`config.mk`:
```
export PLATFORM = sky130hd
export DESIGN_NAME = gen1_descramble_flat
export DESIGN_NICKNAME = d
export VERILOG_FILES = /design/src/rtl/gen1_descramble_pkg.sv /design/src/rtl/gen1_descramble_if.sv /design/src/rtl/gen1_descramble_byte_scramble.sv /design/src/rtl/gen1_descramble.sv /design/src/flat_wrapper.sv
export SDC_FILE = /design/constraint.sdc
export NUM_CORES = 1
export LEC_CHECK = 0
export CAP_MARGIN = 25
export CORE_ASPECT_RATIO = 0.6
export CORE_UTILIZATION = 61
export CTS_CLUSTER_DIAMETER = 200
export DETAILED_ROUTE_END_ITERATION = 10
export PLACE_DENSITY = 0.86
export REMOVE_ABC_BUFFERS = 1
export SYNTH_ARGS = -nofsm -noshare
export SYNTH_HDL_FRONTEND = slang
export SYNTH_SLANG_ARGS = --single-unit
```
`constraint.sdc`:
```
create_clock -name clk_i -period 6.5 [get_ports clk_i]
set_clock_uncertainty 0.15 [all_clocks]
set_input_delay 0.65 -clock clk_i [delete_from_list [all_inputs] [get_ports clk_i]]
set_output_delay 0.65 -clock clk_i [all_outputs]
set_load 0.02 [all_outputs]
```
`src/rtl/gen1_descramble_pkg.sv`:
```
// Shared definitions for the Gen1/Gen2 receive descrambler.
//  - 8b/10b K symbol codes used for ordered-set tracking (COM, SKP, PAD_)
//  - descrambler state encoding (enum for readability, localparams for the RTL)
//  - track_t: the LFSR/ordered-set tracking state threaded symbol-to-symbol
//  - lfsr_adv8: advance the x^16+x^5+x^4+x^3+1 LFSR by one symbol (8 shifts)
package gen1_descramble_pkg;

  localparam logic [7:0]  COM  = 8'hBC;
  localparam logic [7:0]  SKP  = 8'h1C;
  localparam logic [7:0]  PAD_ = 8'hF7;

  localparam logic [15:0] LFSR_SEED_DEFAULT = 16'hFFFF;
  localparam int          OS_LEN_DEFAULT    = 16;
  // Galois feedback taps for x^5+x^4+x^3+1 (x^16 is the shifted-out bit).
  localparam logic [15:0] LFSR_TAPS         = 16'h0039;

  typedef enum logic [1:0] {
    UNLOCKED  = 2'd0,
    OS_ID     = 2'd1,
    SCRAMBLED = 2'd2,
    TS_BYPASS = 2'd3
  } descr_state_e;

  localparam logic [1:0] ST_UNLOCKED  = UNLOCKED;
  localparam logic [1:0] ST_OS_ID     = OS_ID;
  localparam logic [1:0] ST_SCRAMBLED = SCRAMBLED;
  localparam logic [1:0] ST_TS_BYPASS = TS_BYPASS;

  typedef struct packed {
    logic [15:0] lfsr;
    logic [1:0]  st;
    logic [3:0]  os_cnt;
    logic        lock;
  } track_t;

  function automatic logic [15:0] lfsr_adv8(input logic [15:0] l);
    logic [15:0] s;
    s = l;
    for (int i = 0; i < 8; i++) begin
      s = s[15] ? ({s[14:0], 1'b0} ^ LFSR_TAPS) : {s[14:0], 1'b0};
    end
    return s;
  endfunction

endpackage

```
`src/rtl/gen1_descramble_if.sv`:
```
// PIPE RX symbol bus into the descrambler and descrambled bus out of it.
// Handshake: valid-only. A beat is transferred on every clk_i edge where
// data_valid_i is high; there is no ready/backpressure. data_valid_o marks
// output beats the same way, two cycles after the matching input beat.
//  master: drives data_in_i/data_k_in_i/data_valid_i/pipe_width_i
//  slave : the descrambler; drives data_out_o/data_k_out_o/data_valid_o,
//          lock_o and the state_o debug view of the tracking FSM.
interface gen1_descramble_if;
  logic [31:0] data_in_i;
  logic [3:0]  data_k_in_i;
  logic        data_valid_i;
  logic [5:0]  pipe_width_i;
  logic [31:0] data_out_o;
  logic [3:0]  data_k_out_o;
  logic        data_valid_o;
  logic        lock_o;
  logic [1:0]  state_o;

  modport master (
    output data_in_i, data_k_in_i, data_valid_i, pipe_width_i,
    input  data_out_o, data_k_out_o, data_valid_o, lock_o, state_o
  );

  modport slave (
    input  data_in_i, data_k_in_i, data_valid_i, pipe_width_i,
    output data_out_o, data_k_out_o, data_valid_o, lock_o, state_o
  );
endinterface

```
`src/rtl/gen1_descramble_byte_scramble.sv`:
```
// One symbol step of the descrambler: applies the COM/SKP/TS rules to one
// byte and hands the updated tracking state to the next byte lane.
//  active_i : lane carries a valid symbol; inactive lanes pass state through, output 0
//  sym_i/k_i: symbol and its K flag
//  dis_i    : pass D symbols unchanged (tracking still runs)
//  trk_i/o  : LFSR / state / os_cnt / lock before and after this symbol
//  sym_o    : descrambled (or passed-through) symbol
module gen1_descramble_byte_scramble
  import gen1_descramble_pkg::*;
#(
  parameter logic [15:0] LFSR_SEED = LFSR_SEED_DEFAULT,
  parameter int          OS_LEN    = OS_LEN_DEFAULT
) (
  input  logic       active_i,
  input  logic [7:0] sym_i,
  input  logic       k_i,
  input  logic       dis_i,
  input  track_t     trk_i,
  output track_t     trk_o,
  output logic [7:0] sym_o
);

  localparam logic [3:0] CNT_LOAD = 4'(OS_LEN - 2);

  logic       is_com, is_skp, is_pad;
  logic [7:0] key;

  assign is_com = k_i && (sym_i == COM);
  assign is_skp = k_i && (sym_i == SKP);
  assign is_pad = k_i && (sym_i == PAD_);
  // Bit j of the key is the LFSR bit that will reach the MSB after j shifts.
  assign key = {trk_i.lfsr[8],  trk_i.lfsr[9],  trk_i.lfsr[10], trk_i.lfsr[11],
                trk_i.lfsr[12], trk_i.lfsr[13], trk_i.lfsr[14], trk_i.lfsr[15]};

  always_comb begin
    trk_o = trk_i;
    sym_o = 8'h00;
    if (active_i) begin
      sym_o = sym_i;
      if (is_com) begin
        trk_o.lfsr = LFSR_SEED;
        trk_o.st   = ST_OS_ID;
        trk_o.lock = 1'b1;
      end else begin
        // SKP symbols are inserted/removed by retimers, so they never advance.
        if (!is_skp) trk_o.lfsr = lfsr_adv8(trk_i.lfsr);
        case (trk_i.st)
          ST_OS_ID: begin
            // D or PAD right after COM means a TS1/TS2 body follows.
            if (k_i && !is_pad) begin
              trk_o.st = ST_SCRAMBLED;
            end else begin
              trk_o.st     = ST_TS_BYPASS;
              trk_o.os_cnt = CNT_LOAD;
            end
          end
          ST_TS_BYPASS: begin
            trk_o.os_cnt = (trk_i.os_cnt == 4'd0) ? 4'd0 : trk_i.os_cnt - 4'd1;
            if (trk_o.os_cnt == 4'd0) trk_o.st = ST_SCRAMBLED;
          end
          default: begin
            if (!k_i && !dis_i) sym_o = sym_i ^ key;
          end
        endcase
      end
    end
  end

endmodule

```
`src/rtl/gen1_descramble.sv`:
```
// Gen1/Gen2 (8b/10b) receive descrambler between PIPE RX and the RX parser.
// Two-cycle fixed latency: input register stage, then a registered stage
// that descrambles bytes 0..3 through a chain of symbol steps.
//  clk_i, rst_i (async, active high)
//  bus (slave modport of gen1_descramble_if): symbols/K/valid/pipe width in,
//      descrambled symbols/K/valid, lock_o and state_o out.
//  Optional: `GEN1_DESCRAMBLE_DIS_EN adds descramble_disable_i; while high,
//  D symbols pass unchanged and LFSR/ordered-set tracking keeps running.
module gen1_descramble
  import gen1_descramble_pkg::*;
#(
  parameter logic [15:0] LFSR_SEED = LFSR_SEED_DEFAULT,
  parameter int          OS_LEN    = OS_LEN_DEFAULT
) (
  input  logic clk_i,
  input  logic rst_i,
`ifdef GEN1_DESCRAMBLE_DIS_EN
  input  logic descramble_disable_i,
`endif
  gen1_descramble_if.slave bus
);

  typedef struct packed {
    logic [31:0] in_data;
    logic [3:0]  in_k;
    logic        in_valid;
    logic [2:0]  in_nbytes;
    logic [31:0] out_data;
    logic [3:0]  out_k;
    logic        out_valid;
    track_t      trk;
  } regs_t;

  regs_t      q, d;
  logic       dis;
  logic [3:0] act;
  track_t     t1, t2, t3, t4;
  logic [7:0] s0, s1, s2, s3;
  logic       unused_width_lsbs;

`ifdef GEN1_DESCRAMBLE_DIS_EN
  assign dis = descramble_disable_i;
`else
  assign dis = 1'b0;
`endif

  assign unused_width_lsbs = &{1'b0, bus.pipe_width_i[2:0]};

  // Lanes at or above the configured width carry no symbols.
  assign act[0] = q.in_valid && (q.in_nbytes > 3'd0);
  assign act[1] = q.in_valid && (q.in_nbytes > 3'd1);
  assign act[2] = q.in_valid && (q.in_nbytes > 3'd2);
  assign act[3] = q.in_valid && (q.in_nbytes > 3'd3);

  gen1_descramble_byte_scramble #(.LFSR_SEED(LFSR_SEED), .OS_LEN(OS_LEN)) u_b0 (
    .active_i(act[0]), .sym_i(q.in_data[7:0]), .k_i(q.in_k[0]), .dis_i(dis),
    .trk_i(q.trk), .trk_o(t1), .sym_o(s0));
  gen1_descramble_byte_scramble #(.LFSR_SEED(LFSR_SEED), .OS_LEN(OS_LEN)) u_b1 (
    .active_i(act[1]), .sym_i(q.in_data[15:8]), .k_i(q.in_k[1]), .dis_i(dis),
    .trk_i(t1), .trk_o(t2), .sym_o(s1));
  gen1_descramble_byte_scramble #(.LFSR_SEED(LFSR_SEED), .OS_LEN(OS_LEN)) u_b2 (
    .active_i(act[2]), .sym_i(q.in_data[23:16]), .k_i(q.in_k[2]), .dis_i(dis),
    .trk_i(t2), .trk_o(t3), .sym_o(s2));
  gen1_descramble_byte_scramble #(.LFSR_SEED(LFSR_SEED), .OS_LEN(OS_LEN)) u_b3 (
    .active_i(act[3]), .sym_i(q.in_data[31:24]), .k_i(q.in_k[3]), .dis_i(dis),
    .trk_i(t3), .trk_o(t4), .sym_o(s3));

  always_comb begin
    d           = q;
    d.in_data   = bus.data_in_i;
    d.in_k      = bus.data_k_in_i;
    d.in_valid  = bus.data_valid_i;
    d.in_nbytes = bus.pipe_width_i[5:3];
    d.out_data  = {s3, s2, s1, s0};
    d.out_k     = q.in_k & act;
    d.out_valid = q.in_valid;
    // With no active lane the chain passes the state through unchanged.
    d.trk       = t4;
  end

  always_ff @(posedge clk_i or posedge rst_i) begin
    if (rst_i) begin
      q          <= '0;
      q.trk.lfsr <= LFSR_SEED;
    end else begin
      q <= d;
    end
  end

  assign bus.data_out_o   = q.out_data;
  assign bus.data_k_out_o = q.out_k;
  assign bus.data_valid_o = q.out_valid;
  assign bus.lock_o       = q.trk.lock;
  assign bus.state_o      = q.trk.st;

endmodule

```
`src/flat_wrapper.sv`:
```
// flat-port wrapper written by rule: the top's interface ports become plain ports
module gen1_descramble_flat import gen1_descramble_pkg::*;
#(
  parameter logic [15:0] LFSR_SEED = LFSR_SEED_DEFAULT,
  parameter int          OS_LEN    = OS_LEN_DEFAULT
)
  (clk_i, rst_i, bus_data_in_i, bus_data_k_in_i, bus_data_valid_i, bus_pipe_width_i, bus_data_out_o, bus_data_k_out_o, bus_data_valid_o, bus_lock_o, bus_state_o);
  gen1_descramble_if bus_i ();
  input  logic clk_i;
  input  logic rst_i;
  input wire logic [$bits(bus_i.data_in_i)-1:0] bus_data_in_i;
  input wire logic [$bits(bus_i.data_k_in_i)-1:0] bus_data_k_in_i;
  input wire logic [$bits(bus_i.data_valid_i)-1:0] bus_data_valid_i;
  input wire logic [$bits(bus_i.pipe_width_i)-1:0] bus_pipe_width_i;
  output wire logic [$bits(bus_i.data_out_o)-1:0] bus_data_out_o;
  output wire logic [$bits(bus_i.data_k_out_o)-1:0] bus_data_k_out_o;
  output wire logic [$bits(bus_i.data_valid_o)-1:0] bus_data_valid_o;
  output wire logic [$bits(bus_i.lock_o)-1:0] bus_lock_o;
  output wire logic [$bits(bus_i.state_o)-1:0] bus_state_o;
  assign bus_i.data_in_i = bus_data_in_i;
  assign bus_i.data_k_in_i = bus_data_k_in_i;
  assign bus_i.data_valid_i = bus_data_valid_i;
  assign bus_i.pipe_width_i = bus_pipe_width_i;
  assign bus_data_out_o = bus_i.data_out_o;
  assign bus_data_k_out_o = bus_i.data_k_out_o;
  assign bus_data_valid_o = bus_i.data_valid_o;
  assign bus_lock_o = bus_i.lock_o;
  assign bus_state_o = bus_i.state_o;
  gen1_descramble #(.LFSR_SEED(LFSR_SEED), .OS_LEN(OS_LEN)) u_core (.clk_i(clk_i), .rst_i(rst_i), .bus(bus_i));
endmodule
```
==> out/metrics.csv, run 1 <==
stage,metric,value,unit
drt,final wirelength,20200,µm
sta,min cycle time layout,5.11,ns
floorplan,# IOs,85,
worst_setup_path,total number of cells along the worst setup path,16,
sta,Peak Freq,0.196,GHz
cts,hold buffers post-CTS,0,
power,peak supply drop,0.000391,V
global_routing,gr usage total,35.1,%
sta,Final period util,78.6,%
global_routing,largest net degree at the start of global routing,57,
worst_setup_path,"Slowest-stage cell, CP",a22o_1,
place,hpwl dp,15100,µm
power,cell area power density,567,nW/µm²
place,IO buf count,81,
sta,Fin. Hold Viols,0,
logic_synthesis,Yosys cell types,92,
cts,clock root cell,clkbuf_16,
cts,Post-CTS Resized,0,
logic_synthesis,number of synthesized flops with an enable pin,0,
logic_synthesis,total of warnings raised by yosys,0,
global_routing,vias in the first global route,5848,
drt,1st-iter DRT viols,848,
sta,Final setup viols,0,
worst_setup_path,critical path launch point type,flop,
drt,router iterations before antenna repair,6,
drt,Vias/cell,6.75,
logic_synthesis,mux cell area share after synthesis,0.286,%
floorplan,area of the die,11900,µm²
logic_synthesis,synthesized instance count,758,
cts,Clock transition at path regs,0.07,ns
final_layout,Ant. Diodes,0,
floorplan,core area,10800,µm²
logic_synthesis,Synth Area in Adders,0.859,%
global_routing,initial antenna violation count,0,
floorplan,Site Rows,29,
power,Static Leakage,3.12,nW
worst_setup_path,Worst EP arrival,5.18,ns
logic_synthesis,Post-synth ARST share,100,%
place,placed insts,910,
worst_setup_path,Crit path required time,6.57,ns
final_layout,Final nets,831,
logic_synthesis,synthesized cell area,6990,µm²
global_routing,gr ovfl total,0,
place,gpl congestion,1.03,
sta,Least-Margin Pin Slew,0.938,ns
floorplan,Die Y-Extent,84.9,µm
drt,vias,6255,
run_status,status,finished clean,
sta,max-slew headroom at the worst pin,37.2,%
cts,clk_lat worst skew,0.35,ns
job,Max Cap Viol,0,
cts,Num CTS Buffers,9,
drt,wire per inst,21.8,µm
worst_setup_path,r2r setup slk,1.39,ns
cts,Post-CTS Repair Setup Buffers,0,
cts,Clock Path Buffers,2,
sta,final max-slew violation count,0,
min_path,Worst Hold Class,flop to flop,
logic_synthesis,sequential-to-total area share from yosys stat,36.1,%
logic_synthesis,synthesized area per cell,9.22,µm²
final_layout,share of cells above drive strength 1,10.2,%
final_layout,"Core Util, Final",72.5,%
worst_setup_path,CP Capture Type,flop,
drt,Detail Route Antenna Nets,0,
sta,RSZ-0062 raised after global routing,false,
worst_setup_path,CP bufs+invs,1,
worst_setup_path,cell repeated most along the worst path,ha_1,
logic_synthesis,Seq cells post-synth,100,
final_layout,Layout area overhead,12.5,%
worst_setup_path,crit-path cells,"inv_1, ha_1, nor3b_1, o21ai_0, nand3_1, a2bb2oi_1, ha_1, a31oi_1, a21oi_1, ha_1, o41ai_1, o31ai_1, a32oi_1, a22o_1, a41o_1, o21ai_0",
logic_synthesis,largest family of logic cells by synthesized area,compound AO/OA/AOI/OAI gates,
cts,H-tree depth,3,
floorplan,width of the die,140,µm
min_path,WHS Path Cells,2,
worst_setup_path,critical path's top delay family,compound AO/OA/AOI/OAI gates,
worst_setup_path,reg2reg path depth,16,
worst_setup_path,crit path max fanout,20,
floorplan,Initial Utilization,64.4,%
drt,# DRC,0,
sta,Sum Neg Setup Slack,0,ns
final_layout,Final Non-Filler Cells,926,
cts,clk sink count,100,
worst_setup_path,max incr delay on CP,0.67,ns
worst_setup_path,Crit Path Category,flop to flop,
cts,CTS tree,yes,
logic_synthesis,Post-Synth XOR/XNOR Area,12.1,%
logic_synthesis,Synth Area in Compound Gates,23.9,%
logic_synthesis,simple-gate share of the synthesized area,19.3,%
logic_synthesis,"Top FF cell, synth",dfrtp_1,
global_routing,first-pass GRT wire length,31900,µm
-- path summary, 6_finish.rpt --
kind | from | endpoint
max | u_core.q[1] | u_core.q[4]
min | u_core.bus.lock_o | u_core.bus.lock_o
max reg2reg | u_core.q[1] | u_core.q[4]
min reg2reg | u_core.bus.lock_o | u_core.bus.lock_o
max in group asynchronous | rst_i | u_core.bus.data_k_out_o[1]
min in group asynchronous | rst_i | u_core.q[93]
-- state kept, by name (all words and copies together) (netlist names) --
register and cells:
u_core.bus.state_o 2, u_core.q 59, u_core.bus.data_valid_o 1, u_core.d 1, u_core.bus.data_k_out_o 4, u_core.bus.lock_o 1, u_core.bus.data_out_o 32
-- where the power goes --
part | total (mW) | internal, mW | switching (mW)
clock | 0.579 | 0.340 | 0.239
sequential | 0.957 | 0.783 | 0.174
combinational | 2.92 | 1.26 | 1.66
-- routing by layer --
layer	up-vias	GRT usage (%)	share of wire, %
met5	-	0	0
met4	0	9.09	1.8
met3	54	10.2	12
met2	428	51.2	43
met1	3006	51.0	44
li1	2767	-	-
-- metrics by stage --
step                power [mW]  worst slack, ns  hold slack, ns  instance area, µm²
finish                    4.46             1.39           0.378                7860
global route              4.70             1.09           0.403                7860
CTS                       4.37             1.51           0.383                7860
detailed placement        3.76             1.62           0.366                7540
global placement          3.68             1.86           0.368                7540
floorplan                 3.10             2.23           0.354                6510
-- layout make-up --
cell class                      instances  area, µm²
Tap cell                              139        174
Fill cell                             785       2990
Clock buffer                           11        233
Sequential cell                       100       2520
Timing Repair Buffer                   87        856
Inverter                               12       47.5
Multi-Input combinational cell        572       3940
Clock inverter                          5       85.1
-- cell families after synthesis --
| logic type | Yosys count |
|---|---|
| simple gates | 262 |
| compound gates | 214 |
| flops | 100 |
| xor+xnor | 89 |
| buf+inv | 86 |
| fa+ha+maj | 5 |
| mux | 2 |
-- worst reg2reg max path, delay by kind of cell, from the launching register on --
family	cells	cell delay, ns
flip-flops	1	0.48
AND/OR/NAND/NOR	2	0.44
AO/OA/AOI/OAI	10	2.81
adder cells (fa/ha/maj)	3	0.99
buffers and inverters	1	0.12
-- cells in the mapped netlist, types with 4 or more instances --
library cell  count  share of area, %
dfrtp_1          84                30
nor2_1           77               4.1
xnor2_1          58               7.3
nand2_1          51               2.7
buf_4            39               4.2
o21ai_0          39               2.8
a21oi_1          34               2.4
xor2_1           26               3.3
nand3_1          20               1.4
clkbuf_1         18              0.97
dfstp_2          16               6.0
nand2b_1         16               1.4
a31oi_1          15               1.3
or3_1            15               1.3
and2_1           14               1.3
inv_1            12              0.64
nor3_1           12              0.86
and3_1           10              0.89
o211ai_1         10               1.1
a211o_1           9               1.1
a21o_1            8              0.86
buf_2             8              0.57
nand4_1           8              0.72
a211oi_1          7              0.75
o31ai_1           7              0.75
or2_2             7              0.63
a22oi_1           6              0.64
buf_6             6              0.97
xnor3_1           5               1.6
a21oi_2           4              0.50
a22o_1            4              0.50
ha_1              4              0.72
nor2b_1           4              0.36
o211a_1           4              0.57
o21a_1            4              0.43
o22ai_1           4              0.36
o31a_1            4              0.50
o41ai_1           4              0.50
-- placed cells by master (no fill, tap or decap), types with 5 or more instances in the layout --
cell and count:
dfrtp_1 84, clkdlybuf4s50_1 81, nor2_1 77, xnor2_1 58
nand2_1 51, o21ai_0 38, a21oi_1 34, xor2_1 26
nand3_1 20, nand2b_1 16, dfstp_2 16, or3_1 15
a31oi_1 15, and2_1 14, nor3_1 12, inv_1 11
o211ai_1 10, and3_1 10, a211o_1 9, clkbuf_16 9
a21o_1 8, nand4_1 8, or2_2 7, a211oi_1 7
o31ai_1 7, a22oi_1 6, buf_4 6, xnor3_1 5
(Power assumes the default switching activity.)
==> inputs of run 2 (changes only) <==
--- a/config.mk
+++ b/config.mk
@@ -7,10 +7,10 @@
 export LEC_CHECK = 0
 export CAP_MARGIN = 25
 export CORE_ASPECT_RATIO = 0.6
-export CORE_UTILIZATION = 61
+export CORE_UTILIZATION = 51
 export CTS_CLUSTER_DIAMETER = 200
 export DETAILED_ROUTE_END_ITERATION = 10
-export PLACE_DENSITY = 0.86
+export PLACE_DENSITY = 0.77
 export REMOVE_ABC_BUFFERS = 1
 export SYNTH_ARGS = -nofsm -noshare
 export SYNTH_HDL_FRONTEND = slang
==> constraint.sdc (replaced) <==
create_clock -name clk_i -period 4.13 [get_ports clk_i]
set_clock_uncertainty 0.15 [all_clocks]
set_input_delay 0.413 -clock clk_i [delete_from_list [all_inputs] [get_ports clk_i]]
set_output_delay 0.413 -clock clk_i [all_outputs]
set_load 0.02 [all_outputs]
==> run 2 against run 1 <==
Effect of this change: the flow now finishes with violations (setup timing); critical endpoint is now u_core.bus.state_o[0]; register-to-register slack got worse by 1.5 ns; clock-buffer cell count fell by 2; sequential share of layout area down 3.7 points; clock power up 48%; final cell count is 14% higher; maximum frequency grew 21%; sequential power increased by 53%; combinational power increased by 100%; largest power group unchanged; cell area increased by 13%.
==> out/metrics.csv, run 2 (synthesis gave the netlist of run 1 again) <==
stage,metric,value,unit,change
place,placed insts,1028,,+13%
sta,Fin. Hold Viols,0,,unchanged
global_routing,first-pass GRT wire length,33800,µm,+5.9%
sta,Final setup viols,1,,+1
place,DP Area,8250,µm²,+9.3%
sta,Sum Neg Setup Slack,-0.109,ns,-0.109 ns
sta,Least-Margin Pin Slew,0.962,ns,+0.0235 ns
global_routing,gr usage total,31.2,%,-3.9 points
drt,wire per inst,21.0,µm,-3.7%
global_routing,largest net degree at the start of global routing,89,,+56%
run_status,status,"complete, but fails checks",,
final_layout,Final Non-Filler Cells,1056,,+14%
floorplan,core area,13100,µm²,+21%
power,Static Leakage,3.65,nW,+17%
power,peak supply drop,0.000566,V,+45%
cts,Clock transition at path regs,0.08,ns,about the same
worst_setup_path,Crit Path Category,flop to flop,,
drt,vias,6589,,+5.3%
cts,CTS tree,yes,,
drt,router iterations before antenna repair,6,,unchanged
cts,clock root cell,clkbuf_16,,
cts,clk sink count,100,,unchanged
cts,clk_lat worst skew,0.35,ns,about the same
final_layout,"commonest non-fill, non-tap cell in the layout",buf_4,,
final_layout,design area,8900,µm²,+13%
min_path,Worst Hold Class,input pin to async pin,,
place,IO buf count,81,,unchanged
sta,min cycle time layout,4.24,ns,-0.870 ns
place,gpl congestion,0.977,,-5.1%
cts,Clock Path Buffers,2,,unchanged
final_layout,# fillers,1012,,+29%
cts,hold buffers post-CTS,0,,unchanged
sta,RSZ-0062 raised after global routing,true,,
drt,Detail Route Antenna Nets,0,,unchanged
final_layout,Final nets,930,,+12%
power,cell area power density,920,nW/µm²,+62%
floorplan,Die Y-Extent,92.7,µm,+9.1%
sta,final max-slew violation count,0,,unchanged
worst_setup_path,critical path launch point type,flop,,
sta,Final period util,103,%,+24 points
job,Max Cap Viol,0,,unchanged
global_routing,gr ovfl total,0,,unchanged
sta,max-slew headroom at the worst pin,35.2,%,-2.0 points
cts,H-tree depth,3,,unchanged
drt,Vias/cell,6.24,,-7.6%
drt,# DRC,0,,unchanged
final_layout,Layout area overhead,27.4,%,
place,hpwl dp,16400,µm,+8.8%
floorplan,width of the die,153,µm,+9.2%
final_layout,Ant. Diodes,0,,unchanged
floorplan,Initial Utilization,53.4,%,-11 points
worst_setup_path,crit path max fanout,7,,-65%
sta,Peak Freq,0.236,GHz,+21%
worst_setup_path,Crit path required time,4.23,ns,-2.34 ns
global_routing,vias in the first global route,6210,,+6.2%
floorplan,area of the die,14200,µm²,+19%
final_layout,most frequent cells in the layout,"97 x buf_4, 83 x dfrtp_1, 81 x clkdlybuf4s50_1",,
final_layout,max FFs per register,59,,unchanged
sta,PnR worst setup slack,-0.109,ns,-1.50 ns
worst_setup_path,Worst EP arrival,4.34,ns,-0.84 ns
final_layout,"Most flops, register",u_core.q,,
drt,1st-iter DRT viols,767,,-9.6%
cts,Num CTS Buffers,9,,unchanged
floorplan,Site Rows,32,,+10%
drt,final wirelength,22200,µm,+9.9%
global_routing,initial antenna violation count,0,,unchanged
final_layout,share of cells above drive strength 1,25.1,%,+15 points
sta,Min Hold Slack,0.189,ns,-0.189 ns
worst_setup_path,CP Capture Type,flop,,
run_status,failing checks,setup timing,,
power,Pwr Total,8.19,mW,+84%
floorplan,# IOs,85,,unchanged
[run 2: cell count changes in the layout (fill, tap and decap cells not counted), sizes merged]
| cell | before | now |
|---|---|---|
| inv | 13 | 15 |
| buf | 6 | 104 |
| clkinv | 1 | 3 |
| clkbuf | 11 | 10 |
| bufinv | 2 | 0 |
[run 2: final timing paths]
kind,start,end,slack [ns],cells past startpoint
worst min-delay path,rst_i,u_core.q[96],0.19,2
worst min register to register,u_core.bus.lock_o,u_core.bus.lock_o,0.39,2
worst max register to register,u_core.q[71],u_core.bus.state_o[0],-0.11,15
min in group clk_i,bus_data_in_i[2],u_core.q[70],0.34,1
max in group asynchronous,rst_i,u_core.q[19],2.70,4
worst max-delay path,u_core.q[71],u_core.bus.state_o[0],-0.11,15
[run 2: cell type report]
class                           count  area (µm²)  share of cell area, %
Clock buffer                        9         225                   2.53
Clock inverter                      7        75.1                  0.843
Inverter                           12        47.5                  0.534
Multi-Input combinational cell    572        4150                   46.6
Sequential cell                   100        2520                   28.3
Tap cell                          170         213                   2.39
Timing Repair Buffer              186        1670                   18.8
[run 2: worst max-delay path, cell delays in order, from the launching register on]
cell      delay, ns
dfrtp_1        0.37
buf_4          0.14
and4bb_2       0.25
and3_4         0.23
o21ai_2        0.17
o31a_1         0.18
inv_1          0.06
ha_2           0.32
o311a_1        0.20
maj3_1         0.25
buf_4          0.13
a211oi_1       0.06
o21ai_0        0.77
nor2b_1        0.42
o21ai_0        0.17
a31o_1         0.24
[run 2: per-layer routing]
metal  vias up  part of all wire [%]  GRT usage (%)
met5         -                     0              0
met4         0                   1.2           6.82
met3        44                   9.7           6.88
met2       353                    44           47.5
met1      3228                    46           45.1
li1       2964                     -              -
[run 2: what timing repair did]
action | CTS | global route
pin swaps | 6 | 20
buffers inserted | 5 | 6
cloned | 0 | 1
gates resized for setup | 9 | 54
endpoints found under the setup margin | 11 | 20
[run 2: stage by stage]
step,util [%],setup WS [ns]
6_report,68.0,-0.109
5_1_grt,68.0,-0.145
4_1_cts,66.0,-0.0388
3_5_place_dp,63.0,-0.257
3_3_place_gp,63.0,-0.0489
2_1_floorplan,-,-0.142
[run 2: where the power goes]
group	internal (mW)	switching [mW]
sequential	1.23	0.226
clock	0.430	0.429
combinational	2.82	3.06
total	4.48	3.71
